`src/rtl/zlib_pack.sv`:
```
// zlib_pack: wraps raw deflate words into a zlib stream for the PNG IDAT path.
// Prepends the CMF/FLG header, realigns the body around it and appends Adler-32.
module zlib_pack #(
  parameter logic [7:0] CMF = 8'h78,
  parameter logic [7:0] FLG = 8'h01
) (
  input  logic        clk,
  input  logic        rst,
  input  logic        start_i,
  input  logic        val_i,
  input  logic [31:0] dat_i,
  input  logic [2:0]  num_i,
  input  logic        lst_i,
  input  logic        adler_val_i,
  input  logic [31:0] adler_i,
  output logic        rdy_o,
  output logic        val_o,
  output logic [31:0] dat_o,
  output logic [2:0]  num_o,
  output logic        lst_o,
  output logic        done_o
);

  typedef enum logic [1:0] {IDLE, DATA, WAIT_ADL, TAIL} state_t;

  state_t      state, state_n;
  logic [15:0] res, res_n;
  logic [79:0] tbuf, tbuf_n;
  logic [3:0]  tcnt, tcnt_n;
  logic [31:0] adl, adl_n;
  logic        adl_flag, adl_flag_n;
  logic        rdy_n, val_n, lst_n, done_n;
  logic [31:0] dat_n;
  logic [2:0]  num_n;
  logic [31:0] adl_cur;
  logic [79:0] tail_full;

  // Keep the top n bytes of a left-justified word, zeroing the rest.
  function automatic logic [31:0] keep_bytes(input logic [31:0] d, input logic [2:0] n);
    case (n)
      3'd1:    return {d[31:24], 24'h0};
      3'd2:    return {d[31:16], 16'h0};
      3'd3:    return {d[31:8], 8'h0};
      default: return d;
    endcase
  endfunction

  // Next-state and next-output decode; every output is registered below.
  always_comb begin
    state_n    = state;
    res_n      = res;
    tbuf_n     = tbuf;
    tcnt_n     = tcnt;
    adl_n      = adl;
    adl_flag_n = adl_flag;
    rdy_n      = 1'b0;
    val_n      = 1'b0;
    dat_n      = '0;
    num_n      = '0;
    lst_n      = 1'b0;
    done_n     = lst_o;
    adl_cur    = adler_val_i ? adler_i : adl;
    tail_full  = tbuf | ({adl_cur, 48'h0} >> {tcnt, 3'b000});

    if (state != IDLE && adler_val_i) begin
      adl_n      = adler_i;
      adl_flag_n = 1'b1;
    end

    case (state)
      IDLE: begin
        if (start_i) begin
          res_n      = {CMF, FLG};
          adl_flag_n = 1'b0;
          rdy_n      = 1'b1;
          state_n    = DATA;
        end
      end
      DATA: begin
        rdy_n = 1'b1;
        if (val_i && rdy_o) begin
          if (!lst_i) begin
            val_n = 1'b1;
            dat_n = {res, dat_i[31:16]};
            num_n = 3'd4;
            res_n = dat_i[15:0];
          end else begin
            tbuf_n  = {res, keep_bytes(dat_i, num_i), 32'h0};
            tcnt_n  = 4'd2 + {1'b0, num_i};
            rdy_n   = 1'b0;
            state_n = WAIT_ADL;
          end
        end
      end
      WAIT_ADL: begin
        // The first tail word always carries 4 bytes, so it leaves with the merge.
        if (adl_flag || adler_val_i) begin
          val_n   = 1'b1;
          dat_n   = tail_full[79:48];
          num_n   = 3'd4;
          tbuf_n  = {tail_full[47:0], 32'h0};
          state_n = TAIL;
        end
      end
      TAIL: begin
        val_n = 1'b1;
        dat_n = tbuf[79:48];
        if (tcnt <= 4'd4) begin
          num_n   = tcnt[2:0];
          lst_n   = 1'b1;
          state_n = IDLE;
        end else begin
          num_n  = 3'd4;
          tcnt_n = tcnt - 4'd4;
          tbuf_n = {tbuf[47:0], 32'h0};
        end
      end
      default: state_n = IDLE;
    endcase
  end

  // State and output registers.
  always_ff @(posedge clk) begin
    if (rst) begin
      state    <= IDLE;
      res      <= '0;
      tbuf     <= '0;
      tcnt     <= '0;
      adl      <= '0;
      adl_flag <= 1'b0;
      rdy_o    <= 1'b0;
      val_o    <= 1'b0;
      dat_o    <= '0;
      num_o    <= '0;
      lst_o    <= 1'b0;
      done_o   <= 1'b0;
    end else begin
      state    <= state_n;
      res      <= res_n;
      tbuf     <= tbuf_n;
      tcnt     <= tcnt_n;
      adl      <= adl_n;
      adl_flag <= adl_flag_n;
      rdy_o    <= rdy_n;
      val_o    <= val_n;
      dat_o    <= dat_n;
      num_o    <= num_n;
      lst_o    <= lst_n;
      done_o   <= done_n;
    end
  end

  property p_full_word;
    @(posedge clk) disable iff (rst) (rdy_o && val_i && !lst_i) |-> (num_i == 3'd4);
  endproperty
  a_full_word: assert property (p_full_word);

endmodule
```
`config.mk`:
```
export PLATFORM = sky130hd
export DESIGN_NAME = zlib_pack
export DESIGN_NICKNAME = d
export VERILOG_FILES = /design/src/rtl/zlib_pack.sv
export SDC_FILE = /design/constraint.sdc
export NUM_CORES = 1
export LEC_CHECK = 0
export CAP_MARGIN = 20
export CORE_MARGIN = 5
export CORE_UTILIZATION = 35
export DETAILED_ROUTE_END_ITERATION = 8
export PLACE_DENSITY = 0.62
export SLEW_MARGIN = 20
export SYNTH_ARGS = -nofsm -noshare
export SYNTH_HDL_FRONTEND = slang
export SYNTH_SLANG_ARGS = --single-unit
```
`constraint.sdc`:
```
create_clock -name clk -period 2.9 [get_ports clk]
set_input_delay 0.58 -clock clk [delete_from_list [all_inputs] [get_ports clk]]
set_output_delay 0.58 -clock clk [all_outputs]
set_load 0.01 [all_outputs]
```
==> results.md, run 1 <==
* Outcome: complete, no violations
* CP Launch Type: register
* Root buffer cell: clkbuf_16
* Clock Tree Buf Depth at 2
* Placed Cells incl. Taps at between 1000 and 1500
* Crit path required time at 3.27 ns
* Die W at between 150 and 200 um
* Commonest cells after routing, fill and taps aside: dfxtp_1 (141), clkdlybuf4s50_1 (109), a21oi_1 (101)
* Worst-path fanout max at 10
* Internal at about 5.3 mW
* Die height at between 150 and 200 um
* First-pass GRT wire length at roughly 40 mm
* Slew Limit Fails at 0
* CTS Buf Count at 17
* Die area at around 25000 sq um
* Hold_buf cts at 0
* Max cap viols at 0
* Number of synthesized register bits at 142
* PD cells at about 950 nW/um^2
* Initial core utilization at 35.2%
* Antenna Cells at 0
* Average size of a mapped cell at between 9 and 10 sq um
* Arr. time, crit path at 2.63 ns
* Number of remaining DRC errors at 0
* Area of the core at roughly 22000 sq um
* Top post-synthesis cells by area: dfxtp_1 (37%), a21oi_1 (6.7%), mux2i_1 (5.8%)
* Synth area leader: dfxtp_1
* Largest net degree at the start of global routing at 53
* Row cnt at 54
* Final setup violating endpoints at 0
* Fillers at 2107
* Clock slew seen by the registers of the worst setup and hold paths at 0.06 ns
* Via-per-instance ratio at ~6
* Lkg Pwr at 3.32 nW
* Unique masters post-synth at 59
* Syn_nets at 919
* Worst-Margin Slew at approximately 0.70 ns
* Vias in the first global route at roughly 7000
* Reg power frac at 31.6%
* Total routed wirelength at between 20 and 30 mm
* I/O pin count at between 100 and 150
* Post-placement cell area at around 9000 sq um
* Final std cells w/o fill at between 1000 and 1500
* EDFF count, synth at 0
* Initial antenna violation count at 0
* Critical Path Sink Type: register
* Worst VDD drop at 0.740 mV
* Post-DP HPWL at 18.4 mm
* Total track usage at approximately 21%
* Hold Slack at between 0.4 and 0.5 ns
* Post-synth top flop: dfxtp_1
* PortBufs at about 110
* Tmin final at between 2 and 2.5 ns
* Setup bufs post-CTS at 0
* Crit path kind: register to register
* Final Wtd Congestion at ~0.95
* Post-synthesis cell count at between 800 and 900
* Fin. Hold Viols at 0
* Iter 0 DRT Violations at about 1000
* Unrepaired setup endpoints after global routing: false
* Post-synth ARST share at 0%
* H-tree Lvls at 4
* Clk_skew at ~0.016 ns
* Share of the synthesized area in the top cell type at 37.2%
* CTS sink cnt at between 100 and 150
* Vias post-DR at approximately 7300
* Nets at roughly 1000
* Clk pwr share at 23.5%
* Clk_lat worst skew at around 0.43 ns
* Post-CTS sizing at 0
* Mapped Area at roughly 7600 sq um
* Commonest non-fill, non-tap cell in the layout: dfxtp_1
* Final Instance Area at ~9600 sq um
* Total negative slack at 0 ns
* DRT Pass-1 Iters at 5
* Fmax achieved at approximately 0.44 GHz
* DR WL/cell at about 22 um
* Fin crit share at 77.9%
* Grt total ovfl at 0
* Sequential share of the synthesized area at between 30% and 40%
* Relative slew slack at between 50 and 60%
* Switch Pwr at ~3.7 mW
* Sw Ratio at about two fifths
* Ys Warns at 0
* Comb power frac at approximately 45%
* Clock tree from TritonCTS: built
* Fraction of layout instances using a drive strength above 1 at 14.8%
* Hold WC Path Type: register to register
* ANT nets after route at 0
* Area delta synth->final at 25.3%
power groups by stage:
| stage | Sequential, mW | Clock (mW) | Combinational [mW] |
|---|---|---|---|
| after floorplan | 2.78 | 0 | 2.83 |
| after global placement | 2.88 | 0 | 3.96 |
| after detailed placement | 2.89 | 0 | 3.98 |
| after CTS | 2.85 | 2.16 | 3.99 |
| after global routing | 2.92 | 2.25 | 4.36 |
| final | 2.86 | 2.13 | 4.07 |
cells in the mapped netlist, types with 3 or more instances:
cell         n
a211oi_1    24
a21oi_1    102
a221oi_1    15
a222oi_1    32
a311oi_1    27
a31oi_1      8
a32oi_1     17
and2_1       4
buf_1        6
buf_2       21
buf_4        5
buf_6        4
buf_8        3
clkbuf_1    44
dfxtp_1    142
ha_1         9
inv_1        9
mux2_2      36
mux2i_1     44
mux4_2      16
nand2_1     97
nand2b_1     4
nand3_1     21
nor2_1      49
nor2b_1     10
nor3_1      18
o211ai_1     7
o21ai_0     15
o2bb2ai_1   15
routing by layer:
| layer | vias up | GRT usage [%] | share of wire, % |
|---|---|---|---|
| met5 | - | 0 | 0 |
| met1 | 3503 | 30.2 | 45 |
| met3 | 54 | 3.66 | 8.2 |
| li1 | 3375 | - | - |
| met2 | 373 | 30.0 | 43 |
| met4 | 0 | 8.40 | 3.3 |
sequential cells by signal, summed over array words and instances, names as in the netlist:
signal / flops
adl: 32
rdy_o: 1
val_o: 1
tcnt: 4
state: 2
num_o: 3
tbuf: 48
done_o: 1
dat_o: 32
lst_o: 1
adl_flag: 1
res: 16
path summary, 6_finish.rpt:
| kind | startpoint | end | depth (start not counted) | slack [ns] |
|---|---|---|---|---|
| max | state[0] | dat_o[14] | 7 | 0.64 |
| min | adl[13] | adl[13] | 2 | 0.47 |
| min reg2reg | adl[13] | adl[13] | 2 | 0.47 |
| max reg2reg | state[0] | dat_o[14] | 7 | 0.64 |
worst max-delay path, cell delays in order, from the launching register on:
cell and delay [ns]:
dfxtp_1 0.35, inv_1 0.10, ha_1 0.17, or3b_1 0.61, nor2_2 0.52, buf_4 0.27, a222oi_1 0.09, nor2_1 0.10
cells by family (layout without fill, tap and decap cells):
family          Yosys count  count (layout)  share of synthesized area [%]
buf+inv                  94             189                           6.26
fa+ha+maj                 9               9                           1.47
flops                   142             142                           37.2
simple gates            220             220                           13.4
mux                      96              96                           15.8
compound gates          276             276                           25.8
through the flow:
stage | total power, mW | setup slack, ns | utilization (%)
final | 9.07 | 0.640 | 44.1
after CTS | 9.00 | 0.693 | 44.1
after detailed placement | 6.87 | 0.327 | 41.5
after global routing | 9.54 | 0.549 | 44.1
after floorplan | 5.61 | 0.868 | -
after global placement | 6.83 | 0.376 | 41.5
cell type report:
type	count	area (sq um)	area share, %
Clock inverter	9	85.1	0.889
Clock buffer	22	484	5.06
Sequential cell	142	2840	29.7
Multi-Input combinational cell	601	4340	45.3
Tap cell	280	350	3.66
Timing Repair Buffer	148	1430	15.0
Inverter	10	37.5	0.392
(Power assumes the default switching activity.)
==> run 2: changes to the inputs <==
PLACE_DENSITY = 0.64   (was 0.62)
clock period = 1.9 ns   (was 2.9 ns; I/O delays follow)
==> results.md, run 2 (same netlist as run 1, synthesis figures left out) <==
* CTS Buf Count at 17 (unchanged)
* Fraction of layout instances using a drive strength above 1 at 28.9% (+14 points)
* Crit path kind: register to register
* Commonest cells after routing, fill and taps aside: dfxtp_1 (138), buf_4 (119), clkdlybuf4s50_1 (108)
* CTS sink cnt at 142 (unchanged)
* Final setup violating endpoints at 32 (+32)
* ANT nets after route at 0 (unchanged)
* H-tree Lvls at 4 (unchanged)
* First-pass GRT wire length at 44.7 mm (+11%)
* Largest net degree at the start of global routing at 77 (+45%)
* PortBufs at 111 (unchanged)
* Post-placement cell area at 9930 sq um (+10%)
* Total track usage at 23.3% (+2.6 points)
* Comb power frac at 53.9% (+9.0 points)
* Total negative slack at -0.521 ns (-0.521 ns)
* Number of remaining DRC errors at 5 (+5)
* Worst-path fanout max at 10 (unchanged)
* Reg power frac at 25.5% (-6.1 points)
* Die height at 158 um (unchanged)
* Outcome: finished, violations left
* Grt total ovfl at 0 (unchanged)
* Critical Path Sink Type: register
* Initial antenna violation count at 0 (unchanged)
* Worst-Margin Slew at 0.720 ns (+0.0212 ns)
* Vias post-DR at 8270 (+13%)
* Max reg flops at 48 (unchanged)
* Initial core utilization at 35.2% (unchanged)
* I/O pin count at 112 (unchanged)
* Slew Limit Fails at 0 (unchanged)
* Final Instance Area at 11300 sq um (+18%)
* Violated checks: DRC, setup timing
* Hold WC Path Type: input port to register
* Clk pwr share at 20.6% (-2.9 points)
* Nets at 1125 (+12%)
* Sw Ratio at 40.5% (-0.62 points)
* Commonest non-fill, non-tap cell in the layout: dfxtp_1
* PD cells at 1520 nW/um^2 (+61%)
* DRT Pass-1 Iters at 9 (+4)
* Clk_skew at 0.00961 ns (-0.00615 ns)
* Via-per-instance ratio at 6.19 (+2.7%)
* Post-DP HPWL at 19.8 mm (+7.4%)
* Root buffer cell: clkbuf_16
* Clock Tree Buf Depth at 2 (unchanged)
* Fmax achieved at 0.504 GHz (+14%)
* Internal at 10.2 mW (+92%)
* Iter 0 DRT Violations at 1437 (+42%)
* Arr. time, crit path at 2.31 ns (-0.32 ns)
* Final Wtd Congestion at 0.921 (-3.4%)
* Clock slew seen by the registers of the worst setup and hold paths at 0.07 ns (about the same)
* Tmin final at 1.98 ns (-0.276 ns)
* Area delta synth->final at 48.3%
* Max cap viols at 0 (unchanged)
* DR WL/cell at 22.9 um (+5.8%)
* CP Cell Sequence: inv_2 > ha_4 > nor4bb_4 > a211oi_4 > buf_6 > and2_4 > buf_16 > a311oi_1
* Antenna Cells at 0 (unchanged)
* Unrepaired setup endpoints after global routing: true
* CP max stage cell: nor4bb_4
* Total routed wirelength at 30.7 mm (+17%)
* Vias in the first global route at 7703 (+12%)
* Switch Pwr at 6.98 mW (+87%)
* Area of the core at 21700 sq um (unchanged)
* CP Launch Type: register
* Worst VDD drop at 0.762 mV (+3.0%)
* Top flop regs: tbuf x48, adl x32, dat_o x32
* Largest register by flop count: tbuf
* Clk_lat worst skew at 0.44 ns (about the same)
* Die W at 158 um (unchanged)
* Relative slew slack at 50.6% (-2.7 points)
* Row cnt at 54 (unchanged)
* Lkg Pwr at 4.19 nW (+26%)
* Clock tree from TritonCTS: built
* Die area at 24900 sq um (unchanged)
* Fin crit share at 104% (+27 points)
* Final WS setup at -0.0848 ns (-0.724 ns)
* Crit path required time at 2.22 ns (-1.05 ns)
* Max incr delay on CP at 0.38 ns (-0.23 ns)
* Fin. Hold Viols at 0 (unchanged)
[run 2: cell types whose count changed in the layout (fill, tap and decap cells not counted), moves of 5 or more]
cell      before  now
a221oi_1      15   10
a311oi_1      27   18
a311oi_2       0    9
buf_12         4   26
buf_16         0    6
buf_4         35  119
buf_6          0    6
mux2_2        36   29
mux2_4         0    7
[run 2: area by class of cell]
cell class                      instances  area, sq um
Fill cell                            1922        10400
Multi-Input combinational cell        601         4620
Timing Repair Buffer                  271         2860
Sequential cell                       142         2850
Clock buffer                           17          425
Tap cell                              280          350
Clock inverter                         15          188
Inverter                               10         40.0
[run 2: power groups by stage]
stage	logic (mW)	registers, mW	clock network (mW)
6_report	9.29	4.39	3.55
3_3_place_gp	6.93	4.33	0
5_1_grt	9.66	4.44	3.72
2_1_floorplan	4.33	4.24	0
3_5_place_dp	7.01	4.34	0
4_1_cts	8.29	4.30	3.58
[run 2: per-stage QoR]
step | setup slack, ns | std cells | utilization [%] | power (mW) | hold WS, ns
after CTS | -0.0743 | 1324 | 50.6 | 16.2 | 0.422
after floorplan | 0.00293 | 837 | - | 8.57 | 0.441
final | -0.0848 | 1336 | 52.3 | 17.2 | 0.294
after global routing | -0.112 | 1336 | 52.3 | 17.8 | 0.295
after detailed placement | -0.408 | 1278 | 45.8 | 11.4 | 0.461
after global placement | -0.380 | 1278 | 45.8 | 11.3 | 0.452
[run 2: path summary, 6_finish.rpt]
path                            depth (start not counted)  endpoint  slack (ns)  startpoint
worst max-delay path                                    8  tbuf[38]       -0.08     tcnt[3]
worst min-delay path                                    3    adl[8]        0.29  adler_i[8]
worst max register to register                          8  tbuf[38]       -0.08     tcnt[3]
worst min register to register                          2   adl[23]        0.47     adl[23]
[run 2: worst max-delay path: cells and delay by family, from the launching register on]
kind / cells / cell delay (ns)
AOI/OAI and AO/OA: 2 / 0.35
DFF: 1 / 0.35
buffers and inverters: 3 / 0.42
adders and majority gates: 1 / 0.17
and+or+nand+nor: 2 / 0.58
[run 2: timing repair]
item	in CTS	in global routing
endpoints found under the setup margin	75	81
resized for setup	34	49
pin swaps	9	36
gates cloned	8	4
hold endpoints to repair	0	0
hold buffers	0	0
buffers inserted	6	10
[run 2: metal layers]
metal  up-vias  track usage (%)  share of wire, %
met5         -                0                 0
met4         0             10.4               4.5
met3       114             6.94                11
met2       579             35.1                44
met1      3942             30.8                40
li1       3635                -                 -
==> run 3: changes to the inputs <==
HOLD_SLACK_MARGIN = 0.08   (was default)
==> results of run 3 <==
No change in the layout: final DEF, timing and power equal those of run 2.
